**src/rtl/serial_word_source.sv**
```systemverilog
// serial_word_source: parallel-to-serial word source, MSB first, with inter-word idle gap and frame markers.
// Optional even-parity trailer bit enabled by defining SERIAL_WORD_SOURCE_PARITY_EN.
module serial_word_source #(
  parameter int WIDTH = 8,
  parameter int GAP   = 2
) (
  input  logic             clk,
  input  logic             rst,
  input  logic             load_valid,
  input  logic [WIDTH-1:0] load_data,
  output logic             load_ready,
  output logic             x_out,
  output logic             x_valid,
  output logic             frame_start,
  output logic             frame_end,
  output logic             busy
);
`ifdef SERIAL_WORD_SOURCE_PARITY_EN
  localparam int L = WIDTH + 1;
`else
  localparam int L = WIDTH;
`endif
  localparam int CW = $clog2(WIDTH + 1);
  localparam int GW = (GAP > 1) ? $clog2(GAP) : 1;
  localparam int GAP_LAST = (GAP > 0) ? GAP - 1 : 0;
  typedef enum logic [1:0] {S_IDLE, S_SHIFT, S_GAP} state_t;
  state_t           r_state, w_state_nx;
  logic [WIDTH-1:0] r_sh, w_sh_nx;
  logic [CW-1:0]    r_cnt, w_cnt_nx;
  logic [GW-1:0]    r_gap, w_gap_nx;
  logic             w_x, w_xv, w_fs, w_fe, w_next_bit;
`ifdef SERIAL_WORD_SOURCE_PARITY_EN
  logic             r_par, w_par_nx;
  // the bit after the data LSB is the parity captured with the word
  assign w_next_bit = (r_cnt == CW'(WIDTH - 1)) ? r_par : r_sh[WIDTH-2];
`else
  assign w_next_bit = r_sh[WIDTH-2];
`endif
  assign load_ready = (r_state == S_IDLE) && !rst;
  assign busy       = (r_state != S_IDLE);
  always_comb begin
    w_state_nx = r_state;
    w_sh_nx    = r_sh;
    w_cnt_nx   = r_cnt;
    w_gap_nx   = r_gap;
    w_x        = 1'b0;
    w_xv       = 1'b0;
    w_fs       = 1'b0;
    w_fe       = 1'b0;
`ifdef SERIAL_WORD_SOURCE_PARITY_EN
    w_par_nx   = r_par;
`endif
    case (r_state)
      S_IDLE: if (load_valid) begin
        w_state_nx = S_SHIFT;
        w_sh_nx    = load_data;
        w_cnt_nx   = '0;
        w_x        = load_data[WIDTH-1];
        w_xv       = 1'b1;
        w_fs       = 1'b1;
`ifdef SERIAL_WORD_SOURCE_PARITY_EN
        w_par_nx   = ^load_data;
`endif
      end
      S_SHIFT: if (r_cnt == CW'(L - 1)) begin
        w_state_nx = (GAP == 0) ? S_IDLE : S_GAP;
        w_gap_nx   = '0;
      end else begin
        w_sh_nx  = r_sh << 1;
        w_cnt_nx = r_cnt + 1'b1;
        w_x      = w_next_bit;
        w_xv     = 1'b1;
        w_fe     = (r_cnt == CW'(L - 2));
      end
      S_GAP: begin
        w_state_nx = (r_gap == GW'(GAP_LAST)) ? S_IDLE : S_GAP;
        w_gap_nx   = r_gap + 1'b1;
      end
      default: w_state_nx = S_IDLE;
    endcase
  end
  always_ff @(posedge clk or posedge rst) begin
    if (rst) begin
      r_state     <= S_IDLE;
      r_sh        <= '0;
      r_cnt       <= '0;
      r_gap       <= '0;
      x_out       <= 1'b0;
      x_valid     <= 1'b0;
      frame_start <= 1'b0;
      frame_end   <= 1'b0;
`ifdef SERIAL_WORD_SOURCE_PARITY_EN
      r_par       <= 1'b0;
`endif
    end else begin
      r_state     <= w_state_nx;
      r_sh        <= w_sh_nx;
      r_cnt       <= w_cnt_nx;
      r_gap       <= w_gap_nx;
      x_out       <= w_x;
      x_valid     <= w_xv;
      frame_start <= w_fs;
      frame_end   <= w_fe;
`ifdef SERIAL_WORD_SOURCE_PARITY_EN
      r_par       <= w_par_nx;
`endif
    end
  end
endmodule

```
**config.mk**
```make
export PLATFORM = sky130hd
export DESIGN_NAME = serial_word_source
export DESIGN_NICKNAME = d
export VERILOG_FILES = /design/src/rtl/serial_word_source.sv
export SDC_FILE = /design/constraint.sdc
export NUM_CORES = 1
export LEC_CHECK = 0
export BUFFER_PORTS_ARGS = -buffer_cell sky130_fd_sc_hd__buf_2
export CAP_MARGIN = 20
export CELL_PAD_IN_SITES_DETAIL_PLACEMENT = 1
export CELL_PAD_IN_SITES_GLOBAL_PLACEMENT = 1
export CORE_MARGIN = 3
export CORE_UTILIZATION = 41
export DETAILED_ROUTE_END_ITERATION = 6
export PLACE_DENSITY_LB_ADDON = 0.1
export SETUP_SLACK_MARGIN = 0.1
export SYNTH_ARGS = -nofsm -noshare
export SYNTH_HDL_FRONTEND = slang
export SYNTH_SLANG_ARGS = --single-unit
```
**constraint.sdc**
```tcl
create_clock -name clk -period 2.01 [get_ports clk]
set_clock_uncertainty 0.1 [all_clocks]
set_input_delay 0.1005 -clock clk [delete_from_list [all_inputs] [get_ports clk]]
set_output_delay 0.1005 -clock clk [all_outputs]
set_load 0.01 [all_outputs]
```
# Yosys cells after proc, flatten, opt, wreduce, memory -nomap -nowiden
# Index checks and enable logic that the tools add are counted.
[classes] n_eq_ne=7 reduce_logical=9 n_addsub=2 mux=21
[ops] operator="7-bit 2-to-1 mux" count=2
[ops] operator="7-bit case mux with 2 select lines" count=1
[ops] operator="4-bit by 3-bit == test with 1-bit output (second input constant)" count=2
[ops] operator="1-bit 2-to-1 mux" count=8
[ops] operator="4-bit 2-to-1 mux" count=2
[ops] operator="4-bit case mux with 2 select lines" count=1
[ops] operator="2-bit 2-to-1 mux" count=3
[ops] operator="2-bit != test (second input constant)" count=3
[ops] operator="1-bit case mux with 2 select lines" count=3
[ops] operator="2-bit case mux with 3 select lines" count=1
[ops] operator="2-bit nonzero test" count=3
[ops] operator="4-bit by 1-bit adder with 4-bit output (second input constant)" count=1
[ops] operator="2-bit AND reduction" count=2
[ops] operator="3-bit AND reduction" count=1
[ops] operator="2-bit by 1-bit == test with 1-bit output (second input constant)" count=1
[ops] operator="2-bit == test (second input constant)" count=1
[ops] operator="2-bit zero test" count=1
[ops] operator="1-bit adder (second input constant)" count=1
[ops] operator="1-bit logical AND" count=1
[ops] operator="1-bit zero test" count=1
[word_totals] inputBits=11 ff_bits=18 word_cells=47 output_inout_bits=6

# Longest topological paths before layout
# Gate-level depths: netlist of the first run.
[depth] word_depth=3 mapped_depth=6 mapped_depth_nobuf=4

# Least setup slack after synthesis of the first run
# Ideal clock, no wire load.
[synth_timing] kind="reg2reg" start="register r_cnt[0]" end="register r_cnt[1]" required_ps=1785 stages_incl_launch_ff=7 setup_time_ps=125 path_buffers=2 synth_period_minus_slack_ps=1741 slack_ps=269 t_arrival_ps=1516 path_cell_list="dfrtp_1 -> ha_1 -> and3b_1 -> buf_6 -> a21oi_2 -> buf_6 -> mux2_2"
[synth_between] elab_chain_len=3 elab_cells_between_ends=6 classes_between="1 x add/sub; 2 x eq/ne; 2 x mux; 1 x reduce/logical"
[synth_rtl] element="start, declared" line_no="29" rtl="logic [CW-1:0] r_cnt, w_cnt_nx;"
[synth_rtl] element="start signal, assigned" line_no="98" rtl="r_cnt <= w_cnt_nx;"
[synth_rtl] element="4-bit by 1-bit adder with 4-bit output or 4-bit by 3-bit == test with 1-bit output (tied branches)" line_no="70, 65"
[synth_rtl] element="4-bit 2-to-1 mux or 2-bit != test (tied branches)"
[synth_rtl] element="4-bit case mux with 2 select lines or 3-bit AND reduction (tied branches)"
# Several ways; a longest one is shown, not always the timed one. The select of a mux whose other input is x is not followed.
# A chain may end at the register's enable or synchronous reset.

# Worst setup path in the final report of the first run
[layout_timing] start="register r_cnt[0]" end="register r_sh[3]"
[layout_between] elab_chain_len=3
[layout_rtl] element="4-bit by 3-bit == test with 1-bit output" line_no="65" rtl="S_SHIFT: if (r_cnt == CW'(L - 1)) begin"
[layout_rtl] element="2-bit != test (no source line)"
[layout_rtl] element="3-bit AND reduction (no source line)"
[layout_rtl] element="end signal, assigned" line_no="97" rtl="r_sh <= w_sh_nx;"
[layout_rtl] element="end, declared" line_no="28" rtl="logic [WIDTH-1:0] r_sh, w_sh_nx;"
# Every way passes these cells.

==> impl_metrics.tcl, run 1 <==
set metrics [dict create \
    fill_cells 224 \
    power_density_nw_per_um2 1459 \
    core_area_sq_um 1839 \
    start_kind "register" \
    cap_violations 0 \
    post_cts_buffers 0 \
    yosysWarnings 0 \
    critPathTopFamily "flip-flops" \
    cts_tree "built" \
    synthToLayoutAreaGrowth_pct 21.57 \
    syn_area_sq_um 847.1 \
    grt_max_degree 19 \
    setup_tns_ps 0 \
    combPwrFrac_pct 44.0 \
    drt_iter0_drc 6 \
    yosysMostFrequentCell "dfrtp_1" \
    synth_edf_count 0 \
    cpMaxStageDelayCell "dfrtp_1" \
    clock.fmax_mhz 553.6 \
    power_mw 1.503 \
    dr.pass1.iters 2 \
    grt_pass1_wl_um 2911 \
    cts_hold_buffers 3 \
    async_flop_share_pct 100.0 \
    multi_input_area_sq_um 350.3 \
    cts.path.max_buffers 2 \
    postRouteAntennaNets 0 \
    dp_cells 111 \
    synth.yosys.seq_area_share_pct 53.18 \
    finalCritPeriodShare_pct 89.86 \
    path_clk_slew_ps 110 \
    worst_pin_slew_ps 682.5 \
    synth_top_cell_by_area "dfrtp_1" \
    grt_overflow 0 \
    worstPathArrival_ps 1910 \
    crit_path_max_incr_delay_ps 430 \
    synth_top_area_share_pct 53.18 \
    drt_wl_total_um 1708 \
    die_x_um 51.46 \
    ys_ff_latch 18 \
    syn_avg_cell_area_sq_um 12.10 \
    switching_share_pct 34.54 \
    leakage_nw 0.5020 \
    die_h_um 51.46 \
    antenna_found_initial 0 \
    grt_usage_pct 14.95 \
    hp-class "input port to register" \
    clk_latency_ps 300 \
    rsz0062_at_grt "no" \
    drive_above_1_share_pct 41.49 \
    critical_path.max_fanout 9 \
    antenna_cells 0 \
    vias 595 \
    gp_congestion 0.7461 \
    path_class "register to register" \
    worstPathCellList "ha_1 > and3b_1 > a21oi_2 > buf_4 > mux2_2" \
    clock-sinks 18 \
    synth.area.top_cells "dfrtp_1 (53%), mux2_2 (17%), ha_1 (3.0%)" \
    synth_cell_types 25 \
    drv_slew 0 \
    pwr-share-clk_pct 15.7 \
    drc 0 \
    start_util_pct 46.05 \
    placementRows 15 \
    crit_path_end_kind "register" \
    synth_commonest_cells "dfrtp_1 (18), mux2_2 (13), inv_1 (5), nor2_1 (5)" \
    fin_nets 108 \
    cts_root_buf "clkbuf_4" \
    finalHoldViolations 0 \
    port_buffers 16 \
    p_switching_mw 0.5190 \
    grt_pass1_vias 630 \
    outcome "finished clean" \
    route.detailed.wl_per_inst_um 14.35 \
    worstPathRequired_ps 2110 \
    p_seq_share_pct 40.3 \
    place_hpwl_um 1208 \
    ir_worst_vdd_mv 0.7898 \
    htree_levels 1 \
    p_int_mw 0.9837 \
    regArea_sq_um 450.4 \
    yosys_most_used_dff "dfrtp_1" \
    vias_per_cell 5.000 \
    finalNonFillerCells 119 \
    relSlewSlack_pct 54.45 \
    finalSetupViolations 0 \
    numCtsBuffers 3 \
    die-area_sq_um 2648 \
    synth_cells 70 \
    synth_fp_nets 83 \
    post_cts_resized 0 \
    post-route-min-period_ps 1806 \
    io_pins 17 \
    critical_path_buf_inv_count 1 \
]
per-stage QoR:
step	utilization (%)	hold WS, ps	setup WS, ps	area (sq um)
final	55.99	49.92	203.7	1030
after global routing	55.99	47.90	106.5	1030
after CTS	55.44	3.702	199.2	1020
after detailed placement	51.84	153.2	228.5	953.4
after global placement	51.84	142.6	256.4	953.4
after floorplan	-	-60.93	268.9	847.1
registers in the layout (all words and copies together), names as in the netlist:
| register | cells |
|---|---|
| r_gap | 1 |
| x_out | 1 |
| frame_end | 1 |
| frame_start | 1 |
| r_state | 2 |
| r_sh | 7 |
| r_cnt | 4 |
| x_valid | 1 |
path summary, 6_finish.rpt:
kind,from,end,slack [ps],cells past startpoint
min in group asynchronous,rst,r_sh[0]$_DFFE_PP0P_,360,3
max reg2reg,r_cnt[0]$_DFFE_PP0P_,r_sh[3]$_DFFE_PP0P_,200,5
max,r_cnt[0]$_DFFE_PP0P_,r_sh[3]$_DFFE_PP0P_,200,5
min,load_data[5],r_sh[5]$_DFFE_PP0P_,50,3
min reg2reg,r_sh[2]$_DFFE_PP0P_,r_sh[2]$_DFFE_PP0P_,420,1
max in group asynchronous,rst,r_cnt[2]$_DFFE_PP0P_,1020,3
power by group through the flow:
stage,sequential (mW),combinational [mW],clock (mW)
2_1_floorplan,0.597,0.508,0
3_3_place_gp,0.604,0.643,0
3_5_place_dp,0.612,0.659,0
4_1_cts,0.607,0.678,0.235
5_1_grt,0.627,0.746,0.257
6_report,0.606,0.662,0.236
layout make-up:
class	count	area share (%)
Clock buffer	4	3.524
Timing Repair Buffer	23	13.85
Sequential cell	18	43.74
Tap cell	25	3.038
Multi-Input combinational cell	44	34.02
Inverter	5	1.823
placed cells by master, fill, tap and decap left out:
cell type and count:
o21bai_1 1, nand2b_1 2, and2_1 1, inv_1 5, a21oi_2 1, nor2_1 5, a22o_2 1, and3b_1 1
buf_4 3, o21ai_0 1, nor2b_1 2, clkbuf_8 1, o2bb2ai_1 1, clkbuf_4 3, dfrtp_1 18, mux2_2 13
buf_2 16, a21oi_1 3, xnor2_1 1, or3_2 1, a31oi_1 1, dlygate4sd3_1 4, nand3b_1 1, ha_1 2
nand3_1 3, a22o_1 1, or4_1 1, nand2_1 1
metal layers:
layer	vias to the layer above	track usage (%)	wire [um]
met5	-	0	0
met1	289	19.11	774
li1	288	-	-
met4	0	6.114	16
met3	3	2.915	76
met2	15	24.58	840
kinds of logic (layout without fill, tap and decap cells):
family / after synthesis / count (layout) / share of synthesized area [%]
AOI/OAI and AO/OA: 10 / 10 / 8.272
xor gates and xnor gates: 1 / 1 / 1.034
adders and majority gates: 2 / 2 / 2.954
buffers and inverters: 8 / 32 / 5.465
DFF: 18 / 18 / 53.18
muxes: 13 / 13 / 17.28
and+or+nand+nor: 18 / 18 / 11.82
worst reg2reg max path, delay by kind of cell, from the launching register on:
family	cells	cell delay, ps
compound gates	1	160
fa+ha+maj	1	230
buf+inv	1	170
flops	1	430
mux	1	340
simple gates	1	270
Power figures use the tool's default switching activity.
==> inputs of run 2 (changes only) <==
--- a/config.mk
+++ b/config.mk
@@ -12,7 +12,7 @@
 export CORE_MARGIN = 3
 export CORE_UTILIZATION = 41
 export DETAILED_ROUTE_END_ITERATION = 6
-export PLACE_DENSITY_LB_ADDON = 0.1
+export PLACE_DENSITY_LB_ADDON = 0.3
 export SETUP_SLACK_MARGIN = 0.1
 export SYNTH_ARGS = -nofsm -noshare
 export SYNTH_HDL_FRONTEND = slang
==> impl_metrics.tcl, run 2 (synthesis results as in run 1) <==
set metrics [dict create \
    pwr-share-clk_pct 15.2 \
    port_buffers 16 \
    path_class "register to register" \
    reg2reg_slack_ps 230 \
    grt_pass1_vias 649 \
    post_cts_resized 0 \
    worst_pin_slew_ps 667.6 \
    crit_path_end_kind "register" \
    vias 602 \
    reg2reg_to "r_cnt[3]$_DFFE_PP0P_" \
    start_kind "register" \
    setup_tns_ps 0 \
    drive_above_1_share_pct 41.49 \
    clock.fmax_mhz 562.1 \
    top_regs "r_sh x7, r_cnt x4, r_state x2" \
    worstPathArrival_ps 1920 \
    synthToLayoutAreaGrowth_pct 21.57 \
    clock-sinks 18 \
    antenna_found_initial 0 \
    combPwrFrac_pct 43.8 \
    drt_iter0_drc 6 \
    top_register "r_sh" \
    outcome "finished clean" \
    worstHoldStart "load_data[5]" \
    die_x_um 51.46 \
    worst_hold_slack_ps 53.20 \
    design_area_sq_um 1030 \
    antenna_cells 0 \
    p_switching_mw 0.4960 \
    vias_per_cell 5.059 \
    finalHoldViolations 0 \
    cts.path.max_buffers 2 \
    grt_usage_pct 14.53 \
    cap_violations 0 \
    die-area_sq_um 2648 \
    critical_path.max_fanout 6 \
    r2r-start "r_cnt[0]$_DFFE_PP0P_" \
    die_h_um 51.46 \
    post_cts_buffers 0 \
    worstPathRequired_ps 2150 \
    gp_congestion 0.7250 \
    finalSetupViolations 0 \
    place_hpwl_um 1160 \
    hp-class "input port to register" \
    start_util_pct 46.05 \
    io_pins 17 \
    htree_levels 1 \
    drv_slew 0 \
    route.detailed.wl_per_inst_um 13.87 \
    p_seq_share_pct 41.0 \
    min_path_cells 3 \
    layout_common_cells "dfrtp_1 (18), buf_2 (16), mux2_2 (13)" \
    fin_nets 108 \
    core_area_sq_um 1839 \
    numCtsBuffers 3 \
    grt_overflow 0 \
    rsz0062_at_grt "no" \
    grt_max_degree 19 \
    path_clk_slew_ps 100 \
    switching_share_pct 33.68 \
    drc 0 \
    finalCritPeriodShare_pct 88.51 \
    leakage_nw 0.5030 \
    placementRows 15 \
    power_density_nw_per_um2 1430 \
    postRouteAntennaNets 0 \
    p_int_mw 0.9765 \
    largest_reg_flops 7 \
    min_to "r_sh[5]$_DFFE_PP0P_" \
    cts_hold_buffers 4 \
    cts_root_buf "clkbuf_4" \
    fill_cells 207 \
    r2r_cells 5 \
    postPlaceCellArea_sq_um 953.4 \
    dr.pass1.iters 4 \
    drt_wl_total_um 1650 \
    relSlewSlack_pct 55.44 \
    final_common_cell "dfrtp_1" \
    clk_latency_ps 300 \
    ir_worst_vdd_mv 0.6710 \
    post-route-min-period_ps 1779 \
    grt_pass1_wl_um 2739 \
    cts_tree "built" \
]
-- run 2: layout make-up --
class                      instances  area (sq um)  share of cell area (%)
sequential                        18         450.4                   43.74
multi-input combinational         44         350.3                   34.02
timing repair buffer              23         142.6                   13.85
clock buffer                       4         36.28                   3.524
tap                               25         31.28                   3.038
inverter                           5         18.77                   1.823
-- run 2: per-stage QoR --
| step | util, % | setup slack, ps | std cells | power, mW |
|---|---|---|---|---|
| floorplan | - | 268.9 | 70 | 1.105 |
| global placement | 51.84 | 308.9 | 111 | 1.233 |
| detailed placement | 51.84 | 248.7 | 111 | 1.261 |
| CTS | 55.99 | 228.8 | 119 | 1.497 |
| global route | 55.99 | 194.8 | 119 | 1.593 |
| finish | 55.99 | 230.9 | 119 | 1.472 |
-- run 2: power by group through the flow --
stage                     Clock, mW  Sequential (mW)  Combinational, mW
after floorplan                   0            0.597              0.508
after global placement            0            0.604              0.629
after detailed placement          0            0.613              0.648
after CTS                     0.233            0.605              0.659
after global routing          0.255            0.620              0.718
final                         0.224            0.604              0.644
-- run 2: worst max path at each step --
stage	from	end	slack, ps	cells after the start
3_3_place_gp	r_cnt[0]$_DFFE_PP0P_	r_cnt[1]$_DFFE_PP0P_	310	5
3_5_place_dp	r_cnt[0]$_DFFE_PP0P_	r_cnt[3]$_DFFE_PP0P_	250	5
6_report	r_cnt[0]$_DFFE_PP0P_	r_cnt[3]$_DFFE_PP0P_	230	5
4_1_cts	r_cnt[0]$_DFFE_PP0P_	r_cnt[3]$_DFFE_PP0P_	230	5
2_1_floorplan	r_cnt[0]$_DFFE_PP0P_	r_cnt[1]$_DFFE_PP0P_	270	6
5_1_grt	r_cnt[0]$_DFFE_PP0P_	r_cnt[3]$_DFFE_PP0P_	190	5
-- run 2: metal layers --
layer	vias to the layer above	part of all wire, %	global-route usage, %
met1	296	42	15.60
met2	15	51	25.21
met3	5	4.0	2.624
met5	-	0	0
met4	0	2.8	10.48
li1	286	-	-
-- run 2: critical path, cell delays in order (launching register included) --
cell and delay (ps):
dfrtp_1 420, ha_1 230, and3b_1 210, buf_4 160
or4_1 500, nand3_1 90
==> inputs of run 3 (changes only) <==
--- a/config.mk
+++ b/config.mk
@@ -12,6 +12,7 @@
 export CORE_MARGIN = 3
 export CORE_UTILIZATION = 41
 export DETAILED_ROUTE_END_ITERATION = 6
+export MAX_ROUTING_LAYER = met4
 export PLACE_DENSITY_LB_ADDON = 0.3
 export SETUP_SLACK_MARGIN = 0.1
 export SYNTH_ARGS = -nofsm -noshare
==> impl_metrics.tcl, run 3 (synthesis results as in run 1) <==
set metrics [dict create \
    largest_reg_flops 7 \
    path_class "register to register" \
    core_area_sq_um 1839 \
    final_common_cell "dfrtp_1" \
    worst_pin_slew_ps 667.6 \
    outcome "finished clean" \
    die_x_um 51.46 \
    htree_levels 1 \
    drc 0 \
    cts_tree "built" \
    worst_hold_slack_ps 53.19 \
    leakage_nw 0.5030 \
    clk_latency_ps 300 \
    path_clk_slew_ps 100 \
    grt_max_degree 19 \
    start_kind "register" \
    finalSetupViolations 0 \
    ir_worst_vdd_mv 0.6710 \
    post-route-min-period_ps 1779 \
    cpMaxStageDelayCell "or4_1" \
    post_cts_resized 0 \
    fin_nets 108 \
    worstPathCellList "ha_1 > and3b_1 > buf_4 > or4_1 > nand3_1" \
    antenna_cells 0 \
    postRouteAntennaNets 0 \
    cts_root_buf "clkbuf_4" \
    drive_above_1_share_pct 41.49 \
    antenna_found_initial 0 \
    layout_common_cells "dfrtp_1 (18), buf_2 (16), mux2_2 (13)" \
    top_register "r_sh" \
    drt_wl_total_um 1650 \
    synthToLayoutAreaGrowth_pct 21.57 \
    io_pins 17 \
    grt_pass1_wl_um 2746 \
    critPathTopFamily "simple AND/OR/NAND/NOR gates" \
    rsz0062_at_grt "no" \
    grt_usage_pct 14.92 \
    clock.fmax_mhz 562.1 \
    post_cts_buffers 0 \
    cap_violations 0 \
    route.detailed.wl_per_inst_um 13.87 \
    die_h_um 51.46 \
    grt_overflow 0 \
    cts_hold_buffers 4 \
    crit_path_max_incr_delay_ps 500 \
    crit_path_end_kind "register" \
    hp-class "input port to register" \
    design_area_sq_um 1030 \
    top_regs "r_sh x7, r_cnt x4, r_state x2" \
    vias 602 \
    postPlaceCellArea_sq_um 953.4 \
    finalHoldViolations 0 \
    start_util_pct 46.05 \
    dr.pass1.iters 4 \
    setup_tns_ps 0 \
    drv_slew 0 \
    die-area_sq_um 2648 \
    cts.path.max_buffers 2 \
    gp_congestion 0.7336 \
    finalCritPeriodShare_pct 88.51 \
    placementRows 15 \
    drt_iter0_drc 6 \
    power_density_nw_per_um2 1430 \
    numCtsBuffers 3 \
    worstPathArrival_ps 1920 \
    reg2reg_slack_ps 230 \
    critical_path.max_fanout 6 \
    relSlewSlack_pct 55.44 \
    vias_per_cell 5.059 \
    critical_path_buf_inv_count 1 \
    clock-sinks 18 \
    place_hpwl_um 1160 \
    port_buffers 16 \
    grt_pass1_vias 649 \
    worstPathRequired_ps 2150 \
]
[run 3: area by class of cell]
type / count / area, sq um
clock buffers: 4 / 36.28
multi-input cells: 44 / 350.3
repair buffers: 23 / 142.6
well taps: 25 / 31.28
flip-flops and latches: 18 / 450.4
inverters: 5 / 18.77
fillers: 207 / 809.5
[run 3: path summary, 6_finish.rpt]
kind,start,end,cells after the start
max in group asynchronous,rst,x_valid$_DFF_PP0_,3
worst min register to register,r_sh[2]$_DFFE_PP0P_,r_sh[2]$_DFFE_PP0P_,1
worst max-delay path,r_cnt[0]$_DFFE_PP0P_,r_cnt[3]$_DFFE_PP0P_,5
worst max register to register,r_cnt[0]$_DFFE_PP0P_,r_cnt[3]$_DFFE_PP0P_,5
worst min-delay path,load_data[5],r_sh[5]$_DFFE_PP0P_,3
min in group asynchronous,rst,frame_start$_DFF_PP0_,3
[run 3: routing by layer]
layer | part of all wire (%) | track usage (%) | routed length (um) | vias to the layer above
met5 | 0 | - | 0 | -
met4 | 2.8 | 10.48 | 46 | 0
met3 | 4.0 | 2.624 | 66 | 5
met2 | 51 | 25.21 | 841 | 15
met1 | 42 | 15.60 | 696 | 296
li1 | - | - | - | 286
[run 3: worst min-delay path: cells and delay by family]
family                 cells  cell delay [ps]
muxes                      2              250
buffers and inverters      1               70
[run 3: report_power, final]
part	total (mW)	switching [mW]	internal (mW)
registers	0.604	0.0975	0.506
clock network	0.224	0.114	0.111
logic	0.644	0.285	0.360
total	1.47	0.496	0.976
[run 3: per-stage QoR]
step           total power [mW]  std cells  setup slack [ps]  util, %
2_1_floorplan             1.105         70             268.9        -
3_3_place_gp              1.233        111             308.9    51.84
3_5_place_dp              1.261        111             248.7    51.84
4_1_cts                   1.497        119             228.8    55.99
5_1_grt                   1.593        119             194.8    55.99
6_report                  1.472        119             230.9    55.99
